--- src/rtl/special_mult_seg_scan.sv ---
// Piecewise special multiplier with a registered result, shown as hex digits
// on a time-multiplexed common-anode 7-segment display (active-low an/seg).
module special_mult_seg_scan #(
  parameter int IN_W       = 4,
  parameter int NUM_DIGITS = 2,
  parameter int LOW_MAX    = 2,
  parameter int MID_MAX    = 5,
  parameter int HIGH_MAX   = 7,
  parameter int SCAN_DIV   = 4,
  parameter int BLANK_LZ   = 1,
  localparam int RES_W     = 4 * NUM_DIGITS
) (
  input  logic                  clk,
  input  logic                  rst_n,
  input  logic                  in_valid,
  input  logic [IN_W-1:0]       num,
  output logic [RES_W-1:0]      res,
  output logic                  out_valid,
  output logic [NUM_DIGITS-1:0] an,
  output logic [6:0]            seg
);

  localparam int CW = (RES_W + 1 > IN_W + 2) ? RES_W + 1 : IN_W + 2;
  localparam int DW = (NUM_DIGITS > 1) ? $clog2(NUM_DIGITS) : 1;
  localparam int SW = (SCAN_DIV > 1) ? $clog2(SCAN_DIV) : 1;

  logic [RES_W-1:0]      res_q, res_d;
  logic                  out_valid_q, out_valid_d;
  logic [SW-1:0]         scan_cnt_q, scan_cnt_d;
  logic [DW-1:0]         dig_idx_q, dig_idx_d;
  logic [NUM_DIGITS-1:0] an_q, an_d;
  logic [6:0]            seg_q, seg_d;

  logic [CW-1:0] num_x;
  logic [DW-1:0] top_idx;
  logic [3:0]    nib;
  logic          blank;

  function automatic logic [6:0] hex7(input logic [3:0] n);
    case (n)
      4'h0: hex7 = 7'b1000000;
      4'h1: hex7 = 7'b1111001;
      4'h2: hex7 = 7'b0100100;
      4'h3: hex7 = 7'b0110000;
      4'h4: hex7 = 7'b0011001;
      4'h5: hex7 = 7'b0010010;
      4'h6: hex7 = 7'b0000010;
      4'h7: hex7 = 7'b1111000;
      4'h8: hex7 = 7'b0000000;
      4'h9: hex7 = 7'b0010000;
      4'hA: hex7 = 7'b0001000;
      4'hB: hex7 = 7'b0000011;
      4'hC: hex7 = 7'b1000110;
      4'hD: hex7 = 7'b0100001;
      4'hE: hex7 = 7'b0000110;
      default: hex7 = 7'b0001110;
    endcase
  endfunction

  // Mapping is evaluated at CW bits so (num+1)*2 cannot overflow before truncation.
  always_comb begin
    num_x       = CW'(num);
    res_d       = res_q;
    out_valid_d = in_valid;
    if (in_valid) begin
      if (num_x <= CW'(LOW_MAX))
        res_d = RES_W'(num_x);
      else if (num_x <= CW'(MID_MAX))
        res_d = RES_W'((num_x + CW'(1)) << 1);
      else if (num_x <= CW'(HIGH_MAX))
        res_d = RES_W'((num_x - CW'(1)) << 1);
      else
        res_d = '0;
    end
  end

  always_comb begin
    scan_cnt_d = scan_cnt_q + SW'(1);
    dig_idx_d  = dig_idx_q;
    if (scan_cnt_q == SW'(SCAN_DIV - 1)) begin
      scan_cnt_d = '0;
      if (dig_idx_q == DW'(NUM_DIGITS - 1))
        dig_idx_d = '0;
      else
        dig_idx_d = dig_idx_q + DW'(1);
    end
  end

  // Display uses the current (pre-edge) dig_idx/res, giving one cycle of lag.
  always_comb begin
    top_idx = '0;
    nib     = 4'h0;
    an_d    = '1;
    for (int unsigned i = 0; i < NUM_DIGITS; i++) begin
      if (res_q[4*i +: 4] != 4'h0) top_idx = DW'(i);
      if (DW'(i) == dig_idx_q) begin
        nib     = res_q[4*i +: 4];
        an_d[i] = 1'b0;
      end
    end
    blank = (BLANK_LZ != 0) && (dig_idx_q > top_idx);
    seg_d = blank ? 7'b1111111 : hex7(nib);
  end

  always_ff @(posedge clk or negedge rst_n) begin
    if (!rst_n) begin
      res_q       <= '0;
      out_valid_q <= 1'b0;
      scan_cnt_q  <= '0;
      dig_idx_q   <= '0;
      an_q        <= {{(NUM_DIGITS-1){1'b1}}, 1'b0};
      seg_q       <= 7'b1000000;
    end else begin
      res_q       <= res_d;
      out_valid_q <= out_valid_d;
      scan_cnt_q  <= scan_cnt_d;
      dig_idx_q   <= dig_idx_d;
      an_q        <= an_d;
      seg_q       <= seg_d;
    end
  end

  assign res       = res_q;
  assign out_valid = out_valid_q;
  assign an        = an_q;
  assign seg       = seg_q;

endmodule

--- config.mk ---
export PLATFORM = sky130hd
export DESIGN_NAME = special_mult_seg_scan
export DESIGN_NICKNAME = d
export VERILOG_FILES = /design/src/rtl/special_mult_seg_scan.sv
export SDC_FILE = /design/constraint.sdc
export NUM_CORES = 1
export LEC_CHECK = 0
export ABC_CLOCK_PERIOD_IN_PS = 2250
export CAP_MARGIN = 20
export CORE_ASPECT_RATIO = 2
export CORE_UTILIZATION = 42
export CTS_CLUSTER_DIAMETER = 120
export CTS_CLUSTER_SIZE = 40
export DETAILED_ROUTE_END_ITERATION = 8
export GPL_ROUTABILITY_DRIVEN = 0
export HOLD_SLACK_MARGIN = 0.03
export PLACE_DENSITY = 0.72
export RECOVER_POWER = 25
export SLEW_MARGIN = 40
export SYNTH_ARGS = -nofsm -noshare
export SYNTH_HDL_FRONTEND = slang
export SYNTH_SLANG_ARGS = --single-unit
export TNS_END_PERCENT = 5
--- constraint.sdc ---
create_clock -name clk -period 2.25 [get_ports clk]
set_input_delay 0.45 -clock clk [delete_from_list [all_inputs] [get_ports clk]]
set_output_delay 0.45 -clock clk [all_outputs]
set_load 0.005 [all_outputs]
==> impl_metrics.json <==
{
  "outcome": "finished, final reports clean",
  "min_path_cells": 1,
  "hold-path-endpoint": "scan_cnt_q[0]$_DFF_PN0_",
  "top_level_ports": 25,
  "grt_antenna_before_repair": 0,
  "drt_pass1_iterations": 4,
  "htree_levels": 1,
  "critical-path-top-delay-family": "flip-flops",
  "std_cell_rows": 26,
  "placement.io_buffers": 24,
  "cts_num_sinks": 20,
  "number_of_nets_with_antenna_violations_after_routing": 0,
  "startpoint": "res[6]$_DFFE_PN0P_",
  "post_drt_via_cell_ratio": 5.39,
  "cts-buffers-inserted": 3,
  "rsz0062_at_grt": "no",
  "drt_iter0_drc": 24,
  "initial_utilization_pct": 44.4,
  "reg2regPathDepth": 6,
  "die_x_um": 38.9,
  "final-seq-area_um2": 503,
  "postSynthAreaPerCell_um2": 11.4,
  "power_uw": 952,
  "placed_cell_area_um2": 1420,
  "first_pass_grt_wire_length_um": 3560,
  "postRouteWirelength_um": 2190,
  "cts_hold_buffers": 0,
  "timing.hold.worst.class": "flip-flop to flip-flop",
  "crit-reg2reg-capture": "seg[3]$_DFF_PN0_",
  "worst_slew_margin_relative_to_its_limit_pct": 30.8,
  "cap_viol_max_count": 0,
  "fillers": 234,
  "final_setup_tns_ns": 0,
  "p_leak_nw": 0.665,
  "die_area_um2": 2940,
  "post-synth-top-area-cell": "sky130_fd_sc_hd__dfrtp_1",
  "critPathCaptureType": "output pin",
  "core-area_um2": 2570,
  "postCtsSetupBuffers": 0,
  "synthesis.yosys.warnings": 0,
  "tritoncts_clock_tree": "built",
  "timing.critical_path.slowest_stage_cell": "sky130_fd_sc_hd__dfrtp_1",
  "synth_cell_type_count": 39,
  "cp.required_ns": 1.80,
  "critPathBufInv": 1,
  "drc": 0,
  "synth_seq_cells": 20,
  "layout-drive-gt1-share_pct": 15.6,
  "diodes": 0,
  "crit_path_max_incr_delay_ns": 0.57,
  "synth_fp_nets": 118,
  "worst-slew-pin-transition_ns": 1.04,
  "period_share_pct": 82.1,
  "detailed_place_hpwl_um": 1810,
  "syn_to_final_growth_pct": 30.3,
  "fin_hold_ws_ns": 0.433,
  "worst-r2r-setup-slack_ns": 0.44,
  "crit_chain": "clkdlybuf4s50_1",
  "grt_overflow_total": 0,
  "timing.setup.critical_path_class": "flip-flop to output pin",
  "number_of_enable_type_register_cells_in_the_synthesized_netlist": 0,
  "ys_async_rst_share_pct": 100,
  "vdd_drop_max_uv": 502,
  "worst_setup_hold_path_clk_slew_ns": 0.07,
  "power_per_cell_area_nw_per_um2": 639,
  "timing_hold_violations_final": 0,
  "chipHeight_um": 75.8,
  "critPathArrivalTime_ns": 1.40,
  "start_kind": "flip-flop",
  "dr_total_vias": 841,
  "synthDominantCellAreaShare_pct": 39.4,
  "fmaxAchievable_ghz": 0.541,
  "nNetsFinal": 147,
  "synth_area_um2": 1140,
  "fin_skew_ns": 0.00689,
  "setup_violations": 0,
  "synth_seq_area_share_pct": 44.0,
  "largest_net_degree_at_the_start_of_global_routing": 21,
  "cts_max_path_buffers": 2,
  "syn_inst_count": 100,
  "slew_viol_final": 0,
  "wl_per_cell_um": 14.0,
  "multi_input_comb_area_um2": 564,
  "ys.flop_type": "sky130_fd_sc_hd__dfrtp_1",
  "beginning_of_the_worst_hold_path": "scan_cnt_q[0]$_DFF_PN0_",
  "worstReg2RegStart": "dig_idx_q$_DFFE_PN0P_",
  "final_critical_path_time_including_i_o_delays_and_setup_ns": 1.85,
  "grt_pass1_vias": 801,
  "synthTopCellsByArea": "sky130_fd_sc_hd__dfrtp_1, sky130_fd_sc_hd__ha_1, sky130_fd_sc_hd__dfstp_2",
  "finalInstanceArea_um2": 1490,
  "clock_insertion_delay_worst_skew_ns": 0.26,
  "critical_path_peak_fanout": 9,
  "cts-root-buf": "sky130_fd_sc_hd__clkbuf_8",
  "total_routing_resource_utilization_after_global_routing_pct": 17.4,
  "cts.repair.resized": 0
}
## power by group
| group | switching (mW) | leakage (nW) | internal (mW) | total, mW |
|---|---|---|---|---|
| Sequential | 0.0155 | 0.259 | 0.387 | 0.402 |
| Combinational | 0.0792 | 0.370 | 0.109 | 0.188 |
| Clock | 0.124 | 0.0357 | 0.238 | 0.361 |
## metal layers
layer	global-route usage (%)	part of all wire, %	up-vias
met3	2.33	3.4	5
met5	0	0	-
li1	-	-	405
met2	33.1	59	24
met4	8.81	2.0	0
met1	16.8	35	407
## area by class of cell
class | count | area share [%]
inverter | 11 | 2.77
clock buffer | 3 | 2.77
sequential | 20 | 33.8
tap | 28 | 2.35
multi-input combinational | 64 | 37.9
timing repair buffer | 29 | 18.4
clock inverter | 1 | 2.02
## cells in the mapped netlist (2+ instances only)
cell,n
sky130_fd_sc_hd__nand3_1,2
sky130_fd_sc_hd__nand2_1,2
sky130_fd_sc_hd__mux2i_1,4
sky130_fd_sc_hd__xnor2_1,2
sky130_fd_sc_hd__dfrtp_1,18
sky130_fd_sc_hd__dfstp_2,2
sky130_fd_sc_hd__clkbuf_1,2
sky130_fd_sc_hd__nor2_1,7
sky130_fd_sc_hd__inv_1,10
sky130_fd_sc_hd__mux2i_4,2
sky130_fd_sc_hd__buf_4,2
sky130_fd_sc_hd__mux2_2,2
sky130_fd_sc_hd__o32ai_1,3
sky130_fd_sc_hd__nor4_1,2
sky130_fd_sc_hd__ha_1,11
sky130_fd_sc_hd__mux2_4,2
sky130_fd_sc_hd__nor2b_1,5
## placed cells by master (no fill, tap or decap), types with 2 or more instances in the layout
cell                              synthesis  routed
sky130_fd_sc_hd__buf_4                    2       4
sky130_fd_sc_hd__clkbuf_8                 0       3
sky130_fd_sc_hd__clkdlybuf4s50_1          0      23
sky130_fd_sc_hd__dfrtp_1                 18      18
sky130_fd_sc_hd__dfstp_2                  2       2
sky130_fd_sc_hd__ha_1                    11      11
sky130_fd_sc_hd__inv_1                   10      11
sky130_fd_sc_hd__mux2_2                   2       2
sky130_fd_sc_hd__mux2_4                   2       2
sky130_fd_sc_hd__mux2i_1                  4       4
sky130_fd_sc_hd__mux2i_4                  2       2
sky130_fd_sc_hd__nand2_1                  2       2
sky130_fd_sc_hd__nand3_1                  2       2
sky130_fd_sc_hd__nor2_1                   7       7
sky130_fd_sc_hd__nor2b_1                  5       5
sky130_fd_sc_hd__nor4_1                   2       2
sky130_fd_sc_hd__o32ai_1                  3       3
sky130_fd_sc_hd__xnor2_1                  2       2
## flip-flops by register name (all words and copies together) (netlist names)
signal      count
out_valid       1
an              2
seg             7
dig_idx_q       1
res             7
scan_cnt_q      2
## how the worst max path moves through the flow
| stage | end | slack (ns) | cells after the start |
|---|---|---|---|
| 2_1_floorplan | seg[3]$_DFF_PN0_ | 0.38 | 7 |
| 3_3_place_gp | res[2]$_DFFE_PN0P_ | 0.33 | 6 |
| 3_5_place_dp | res[2]$_DFFE_PN0P_ | 0.21 | 6 |
| 4_1_cts | res[7] | 0.39 | 1 |
| 5_1_grt | seg[3]$_DFF_PN0_ | 0.32 | 6 |
| 6_report | res[7] | 0.40 | 1 |
## per-stage QoR
stage                     utilization [%]  cells  setup slack, ns
after floorplan                         -    100            0.380
after global placement               55.3    152            0.325
after detailed placement             55.3    152            0.211
after CTS                            58.1    156            0.393
after global routing                 57.9    156            0.324
final                                57.9    156            0.402
## cells by family after synthesis
| group | share of synthesized area, % |
|---|---|
| buffers and inverters | 6.57 |
| multiplexers | 12.0 |
| AO/OA/AOI/OAI | 12.2 |
| flip-flops | 44.0 |
| AND/OR/NAND/NOR | 10.8 |
| adder cells (fa/ha/maj) | 12.0 |
| XOR/XNOR | 2.30 |
No activity file was read; power rests on OpenSTA's default activity.
